$ cat config.mk
export PLATFORM = sky130hd
export DESIGN_NAME = lcd_write_arbiter
export DESIGN_NICKNAME = d
export VERILOG_FILES = /design/src/rtl/lcd_write_arbiter.sv
export SDC_FILE = /design/constraint.sdc
export NUM_CORES = 1
export LEC_CHECK = 0
export CAP_MARGIN = 15
export CORE_MARGIN = 1
export CORE_UTILIZATION = 53
export CTS_CLUSTER_DIAMETER = 150
export DETAILED_ROUTE_END_ITERATION = 6
export PLACE_DENSITY = 0.83
export SYNTH_ARGS = -nofsm -noshare
export SYNTH_HDL_FRONTEND = slang
export SYNTH_SLANG_ARGS = --single-unit
$ cat constraint.sdc
create_clock -name iCLK -period 4.2 [get_ports iCLK]
set_input_delay 0.42 -clock iCLK [delete_from_list [all_inputs] [get_ports iCLK]]
set_output_delay 0.42 -clock iCLK [all_outputs]
set_load 0.005 [all_outputs]
$ cat src/rtl/lcd_write_arbiter.sv
// lcd_write_arbiter: shares one character-LCD byte-write controller between
// two requesters. It grants them round-robin, runs the start/done handshake
// and then holds off for DLY_CYCLES so the LCD can finish executing the byte.
// Optional feature macro: LCD_ARB_TIMEOUT_EN adds a done watchdog and the
// oTMO port. Without it, WAIT_DONE waits for iDONE indefinitely.
module lcd_write_arbiter #(
    parameter int DLY_CYCLES     = 262142,
    parameter int DLY_W          = 18,
    parameter int TIMEOUT_CYCLES = 65535
) (
    input  logic       iCLK,
    input  logic       iRST,
    input  logic       iREQ0,
    input  logic [7:0] iDATA0,
    input  logic       iRS0,
    output logic       oACK0,
    input  logic       iREQ1,
    input  logic [7:0] iDATA1,
    input  logic       iRS1,
    output logic       oACK1,
    output logic [7:0] oDATA,
    output logic       oRS,
    output logic       oSTART,
    input  logic       iDONE,
    output logic       oBUSY,
    output logic       oGNT
`ifdef LCD_ARB_TIMEOUT_EN
    ,
    output logic       oTMO
`endif
);

    localparam logic [1:0] S_IDLE = 2'd0;
    localparam logic [1:0] S_WAIT = 2'd1;
    localparam logic [1:0] S_HOLD = 2'd2;

    localparam logic [DLY_W-1:0] DLY_LAST = DLY_W'(DLY_CYCLES);

    logic [1:0]       r_state;
    logic [DLY_W-1:0] r_cnt;
    logic             r_last;
    logic [7:0]       r_data;
    logic             r_rs;
    logic             r_start;
    logic             r_ack0;
    logic             r_ack1;
    logic             r_busy;
    logic             r_gnt;

    logic             w_any;
    logic             w_gnt;
    logic             w_expire;

    // With both requesting, serve the one that was not served last.
    assign w_any = iREQ0 | iREQ1;
    assign w_gnt = (iREQ0 & iREQ1) ? ~r_last : ~iREQ0;

`ifdef LCD_ARB_TIMEOUT_EN
    localparam int TMO_W = (TIMEOUT_CYCLES > 1) ? $clog2(TIMEOUT_CYCLES) : 1;
    localparam logic [TMO_W-1:0] TMO_LAST = TMO_W'(TIMEOUT_CYCLES - 1);

    logic [TMO_W-1:0] r_wd;
    logic             r_tmo;

    // The watchdog expires on the TIMEOUT_CYCLES-th WAIT_DONE cycle without iDONE.
    assign w_expire = (r_state == S_WAIT) && (r_wd == TMO_LAST);
    assign oTMO     = r_tmo;

    // Count WAIT_DONE cycles; iDONE wins if it arrives on the expiry edge.
    always_ff @(posedge iCLK) begin
        if (iRST) begin
            r_wd  <= '0;
            r_tmo <= 1'b0;
        end else begin
            r_tmo <= w_expire && !iDONE;
            if ((r_state == S_WAIT) && !iDONE) begin
                r_wd <= r_wd + 1'b1;
            end else begin
                r_wd <= '0;
            end
        end
    end
`else
    assign w_expire = 1'b0;
`endif

    assign oDATA  = r_data;
    assign oRS    = r_rs;
    assign oSTART = r_start;
    assign oACK0  = r_ack0;
    assign oACK1  = r_ack1;
    assign oBUSY  = r_busy;
    assign oGNT   = r_gnt;

    // Grant, start/done handshake and post-byte hold-off sequencing.
    always_ff @(posedge iCLK) begin
        if (iRST) begin
            r_state <= S_IDLE;
            r_cnt   <= '0;
            r_last  <= 1'b1;
            r_data  <= 8'h00;
            r_rs    <= 1'b0;
            r_start <= 1'b0;
            r_ack0  <= 1'b0;
            r_ack1  <= 1'b0;
            r_busy  <= 1'b0;
            r_gnt   <= 1'b0;
        end else begin
            r_ack0 <= 1'b0;
            r_ack1 <= 1'b0;
            case (r_state)
                S_IDLE: begin
                    if (w_any) begin
                        r_data  <= w_gnt ? iDATA1 : iDATA0;
                        r_rs    <= w_gnt ? iRS1 : iRS0;
                        r_start <= 1'b1;
                        r_gnt   <= w_gnt;
                        r_last  <= w_gnt;
                        r_busy  <= 1'b1;
                        r_state <= S_WAIT;
                    end
                end
                S_WAIT: begin
                    if (iDONE || w_expire) begin
                        r_start <= 1'b0;
                        r_ack0  <= ~r_gnt;
                        r_ack1  <= r_gnt;
                        r_cnt   <= '0;
                        r_state <= S_HOLD;
                    end
                end
                S_HOLD: begin
                    r_cnt <= r_cnt + 1'b1;
                    if (r_cnt == DLY_LAST) begin
                        r_busy  <= 1'b0;
                        r_state <= S_IDLE;
                    end
                end
                default: begin
                    r_start <= 1'b0;
                    r_busy  <= 1'b0;
                    r_state <= S_IDLE;
                end
            endcase
        end
    end

endmodule

==> results of run 1 <==
critical path, delay by kind of cell:
kind            cells  cell delay (ps)
mux                 1              200
buf+inv             2              550
compound gates      2             1080
flip-flops by register name, summed over array words and instances, names as in the netlist:
register / count
oRS: 1
oACK0: 1
r_state: 2
oSTART: 1
oBUSY: 1
oACK1: 1
oGNT: 1
r_cnt: 18
r_last: 1
oDATA: 8
final cells by class:
cell class	count	share of cell area (%)
Sequential cell	35	32.9
Clock buffer	8	3.23
Multi-Input combinational cell	141	43.0
Inverter	3	0.528
Tap cell	44	2.58
Timing Repair Buffer	38	17.8
where the power goes:
group / switching [uW] / total, uW / internal [uW]
clock network: 108 / 206 / 98.5
logic: 52.5 / 122 / 70.0
registers: 16.2 / 367 / 351
worst min path at each step:
stage                         from        to  slack (ps)  cells after the start
final                     oDATA[7]  oDATA[7]         510                      2
after global placement      oSTART    oSTART         480                      2
after detailed placement    oSTART    oSTART         490                      2
after floorplan             r_last    r_last         460                      2
after global routing        oSTART    oSTART         530                      2
after CTS                 oDATA[7]  oDATA[7]         510                      2
per-stage QoR:
step                      total power (uW)  cells
after floorplan                        428    190
after global placement                 488    260
after detailed placement               493    260
after CTS                              699    268
after global routing                   733    269
final                                  696    269
per-layer routing:
metal | vias up | part of all wire (%) | wire [um]
met5 | - | 0 | 0
met1 | 744 | 41 | 1610
met4 | 0 | 2.0 | 78
met2 | 47 | 52 | 2020
li1 | 770 | - | -
met3 | 9 | 4.4 | 171
cell families (layout without fill, tap and decap cells):
logic type,after synthesis,count (layout),share of synthesized area [%]
buffers and inverters,14,49,3.45
DFF,35,35,41.9
muxes,16,16,9.96
AOI/OAI and AO/OA,35,35,14.1
and+or+nand+nor,87,87,28.5
xor gates and xnor gates,1,1,0.524
adders and majority gates,2,2,1.50
cells in the mapped netlist, types with 3 or more instances:
| library cell | n | area [sq um] |
|---|---|---|
| a211oi_1 | 9 | 67.6 |
| a21oi_1 | 11 | 55.1 |
| clkbuf_1 | 9 | 33.8 |
| dfxtp_1 | 35 | 701 |
| inv_1 | 3 | 11.3 |
| mux2_2 | 5 | 56.3 |
| mux2i_1 | 11 | 110 |
| nand2_1 | 7 | 26.3 |
| nand2b_1 | 3 | 18.8 |
| nand3_1 | 6 | 30.0 |
| nand4_1 | 5 | 31.3 |
| nand4b_1 | 3 | 26.3 |
| nor2_1 | 30 | 113 |
| nor3_1 | 7 | 35.0 |
| nor3b_1 | 3 | 22.5 |
| nor4_1 | 6 | 37.5 |
| o211ai_1 | 3 | 22.5 |
==> impl_metrics.ini, run 1 <==
[setup_path]
critPathRequiredTime_ps = 4450
worst-r2r-cell-count = 4
crit_chain = clkdlybuf4s50_1 -> inv_1 -> o21ai_1 -> mux2i_1 -> a211oi_1
crit_fanout = 10
crit_path_max_incr_delay_ps = 800
crit_slowest_cell = o21ai_1
critPathLaunchType = input pin
r2r-end = r_cnt[17]
setup.worst_path.class = in2reg
crit_arrival_ps = 2250
crit_path_end_kind = flip-flop
endpoint = oDATA[6]
reg2reg_from = r_state[1]
crit_start = iREQ1
reg2reg_slack_ps = 2230

[sta]
holdWs_ps = 511
skew_ps = 6.46
setup-tns-final_ps = 0
tightest_slew_ps = 1050
hold_viol = 0
timing.fmax_ghz = 0.500
final-setup-viol-count = 0
relSlewSlack_pct = 29.5
final_max_slew_viol_count = 0
rsz0062_at_grt = false
period_share_pct = 47.6
fin_ws_ps = 2200
period_needed_ps = 2000

[floorplan]
initial_core_util_pct = 55.2
die_x_um = 58.1
die_y_um = 58.1
rows = 20
die_area_sq_um = 3380
ios = 37
core-area_sq_um = 3030

[final_layout]
antenna_cells = 0
area_growth_pct = 27.6
drive_gt1_share_pct = 9.78
fin_area_sq_um = 2130
layout_common_cells = clkdlybuf4s50_1 (36), dfxtp_1 (35), nor2_1 (30)
seq_area_sq_um = 701
nFillCells = 240
num-nets-final = 249
multiInputGateArea_sq_um = 917
final_util_pct = 70.4
final_common_cell = clkdlybuf4s50_1

[route]
drt-wirelength-per-cell_um = 14.4
wl_mm = 3.88
vias_per_cell = 5.84
drtAntennaViolNets = 0
drt-initial-drc-count = 109
drc = 0
num_vias = 1570
firstDrtPassIters = 4

[place]
numPortBuffers = 36
placed_cell_area_sq_um = 2050
pre_cts_ws_ps = 1840
hpwlAfterDp_mm = 2.80
routabilityCongestion = 0.870

[global_routing]
antenna_found_initial = 0
gr-usage-met3_pct = 7.59
grt_use_met2_pct = 43.8
grt_util_met1_pct = 29.7
gr-max-usage-layer = met2
grt_pass1_vias = 1622
grt_usage_pct = 26.0
grt_pass1_wl_mm = 6.77
grt_overflow_total = 0
grt_max_degree = 23

[cts]
cts_tree = built
clkTransAtPathRegs_ps = 100
clk_latency_ps = 330
cts_sinks = 35
post_cts_resized = 0
cts-hold-fix-buffers = 0
cts_setup_buffers = 0
cts-root-buf = clkbuf_4
htreeDepth = 2
cts_inserted_buffers = 5
cts.path.max_buffers = 2

[synthesis]
syn_inst = 190
async_flop_share_pct = 0
synth_edf_count = 0
synth_cell_types = 41
syn-cell-area_sq_um = 1670
ys_seq_elements = 35
ys_warn_count = 0
synth_ff_type = dfxtp_1
ys_seq_area_share_pct = 41.9
avgSynthCellArea_sq_um = 8.79
synth_fp_nets = 215

[pwr]
power.density_nw_per_um2 = 326
ir_drop_mv = 0.221
p_leak_uw = 0.000730

[run_status]
status = finished clean

[job]
max_cap_violations = 0

[hold_path]
hp-class = reg2reg
(Power assumes the default switching activity.)
==> run 2, diff against run 1 <==
- CORE_UTILIZATION: 53 -> 49
- PLACE_DENSITY: 0.83 -> 0.78
- clock period: 4.2 -> 1.9 ns (I/O delays scaled with it)
==> run 2 against run 1 <==
Against the previous run: die area is 7.9% higher; clock skew is 4.7 ps higher; sequential cell count stayed put; routed wire length is 0.18% higher; via count is 0.13% lower; total power is 120% higher; cell count is 1.9% higher; first-iteration DRC count is 28% lower; combinational power is 120% higher; worst setup slack worse by 2100 ps; clock power is 130% higher; largest power group unchanged; highest routed layer unchanged.
==> impl_metrics.ini, run 2 (synthesis gave the netlist of run 1 again) <==
[pwr]
power.density_nw_per_um2 = 715
ir_drop_mv = 0.591
clock_power_share_pct = 30.1
internal-power_uw = 1150
switchingPower_uw = 396
netSwitchingFraction_pct = 25.6
p_comb_share_pct = 17.6
p_leak_uw = 0.000751
p_seq_share_pct = 52.3

[hold_path]
hp-start = oGNT
min_to = oACK0
holdPathStages = 1
hp-class = reg2reg

[sta]
relSlewSlack_pct = 68.5
final_max_slew_viol_count = 0
period_share_pct = 92.5
skew_ps = 11.1
timing.fmax_ghz = 0.569
final-setup-viol-count = 0
setup-tns-final_ps = 0
rsz0062_at_grt = false
tightest_slew_ps = 468
period_needed_ps = 1760
hold_viol = 0

[setup_path]
reg2reg_slack_ps = 140
critPathLaunchType = flip-flop
critPathRequiredTime_ps = 2190
reg2reg_from = r_cnt[0]
crit_fanout = 5
crit_arrival_ps = 2050
crit_path_end_kind = flip-flop
setup.worst_path.class = reg2reg
worst-r2r-cell-count = 5
r2r-end = r_cnt[16]

[cts]
cts-hold-fix-buffers = 0
cts.path.max_buffers = 2
cts_tree = built
clkTransAtPathRegs_ps = 110
post_cts_resized = 0
cts_setup_buffers = 0
cts-root-buf = clkbuf_4
cts_sinks = 35
htreeDepth = 2
cts_inserted_buffers = 5
clk_latency_ps = 350

[final_layout]
num-nets-final = 254
final_common_cell = clkdlybuf4s50_1
area_growth_pct = 29.7
final_util_pct = 68.7
largest_reg_flops = 18
largest-register = r_cnt
layout_common_cells = clkdlybuf4s50_1 (36), dfxtp_1 (35), nor2_1 (30)
drive_gt1_share_pct = 11.7
antenna_cells = 0

[route]
drtAntennaViolNets = 0
drt-wirelength-per-cell_um = 14.2
vias_per_cell = 5.72
num_vias = 1568
wl_mm = 3.89
drt-initial-drc-count = 78
firstDrtPassIters = 4
drc = 0

[place]
hpwlAfterDp_mm = 2.86
numPortBuffers = 36
routabilityCongestion = 0.876

[floorplan]
initial_core_util_pct = 53.0
die_y_um = 60.4
ios = 37
die_x_um = 60.4
die_area_sq_um = 3650
rows = 20
core-area_sq_um = 3150

[global_routing]
grt_max_degree = 25
grt_overflow_total = 0
grt_pass1_vias = 1446
antenna_found_initial = 0
grt_pass1_wl_mm = 6.40
grt_usage_pct = 23.6

[job]
max_cap_violations = 0

[run_status]
status = finished clean
==> run 2: worst max-delay path by stage <==
stage               startpoint         to  slack (ps)  cells after the start
global route          r_cnt[0]  r_cnt[16]           8                      5
floorplan             r_cnt[0]  r_cnt[16]         290                      5
detailed placement    r_cnt[0]  r_cnt[16]         160                      5
global placement      r_cnt[0]  r_cnt[16]         220                      5
CTS                   r_cnt[0]  r_cnt[16]         150                      5
finish                r_cnt[0]  r_cnt[16]         140                      5
==> run 2: final cells by class <==
type	instances	area, sq um
Fill cell	278	987
Timing Repair Buffer	43	413
Tap cell	44	55.1
Multi-Input combinational cell	141	917
Sequential cell	35	701
Clock buffer	8	68.8
Inverter	3	11.3
==> run 2: stage by stage <==
| stage | worst slack, ps | total power (uW) | hold slack [ps] | cells | area [sq um] |
|---|---|---|---|---|---|
| after global routing | 7.87 | 1620 | 483 | 274 | 2170 |
| final | 142 | 1550 | 487 | 274 | 2170 |
| after detailed placement | 162 | 1100 | 470 | 266 | 2100 |
| after CTS | 149 | 1560 | 475 | 274 | 2170 |
| after floorplan | 293 | 947 | 306 | 190 | 1670 |
| after global placement | 219 | 1090 | 454 | 266 | 2100 |
==> run 2: routing by layer <==
layer | global-route usage [%] | wire, um | up-vias
met4 | 9.30 | 54 | 0
met5 | 0 | 0 | -
li1 | - | - | 782
met2 | 36.6 | 1880 | 42
met3 | 6.61 | 156 | 8
met1 | 31.0 | 1800 | 736
==> run 2: power by group through the flow <==
stage | Combinational (uW) | Clock (uW) | Sequential [uW]
after floorplan | 130 | 0 | 817
after global placement | 266 | 0 | 823
after detailed placement | 272 | 0 | 826
after CTS | 274 | 479 | 811
after global routing | 295 | 511 | 817
final | 272 | 466 | 810
==> run 2: worst max-delay path: stages (launching register included) <==
cell	delay, ps
dfxtp_1	410
ha_1	250
nand3b_1	150
or4_1	450
or3_1	320
a21oi_1	140
==> run 3, diff against run 2 <==
- CTS_CLUSTER_SIZE: not set -> 12
==> results of run 3 <==
The final DEF is identical to that of run 2; final timing and power are the same.
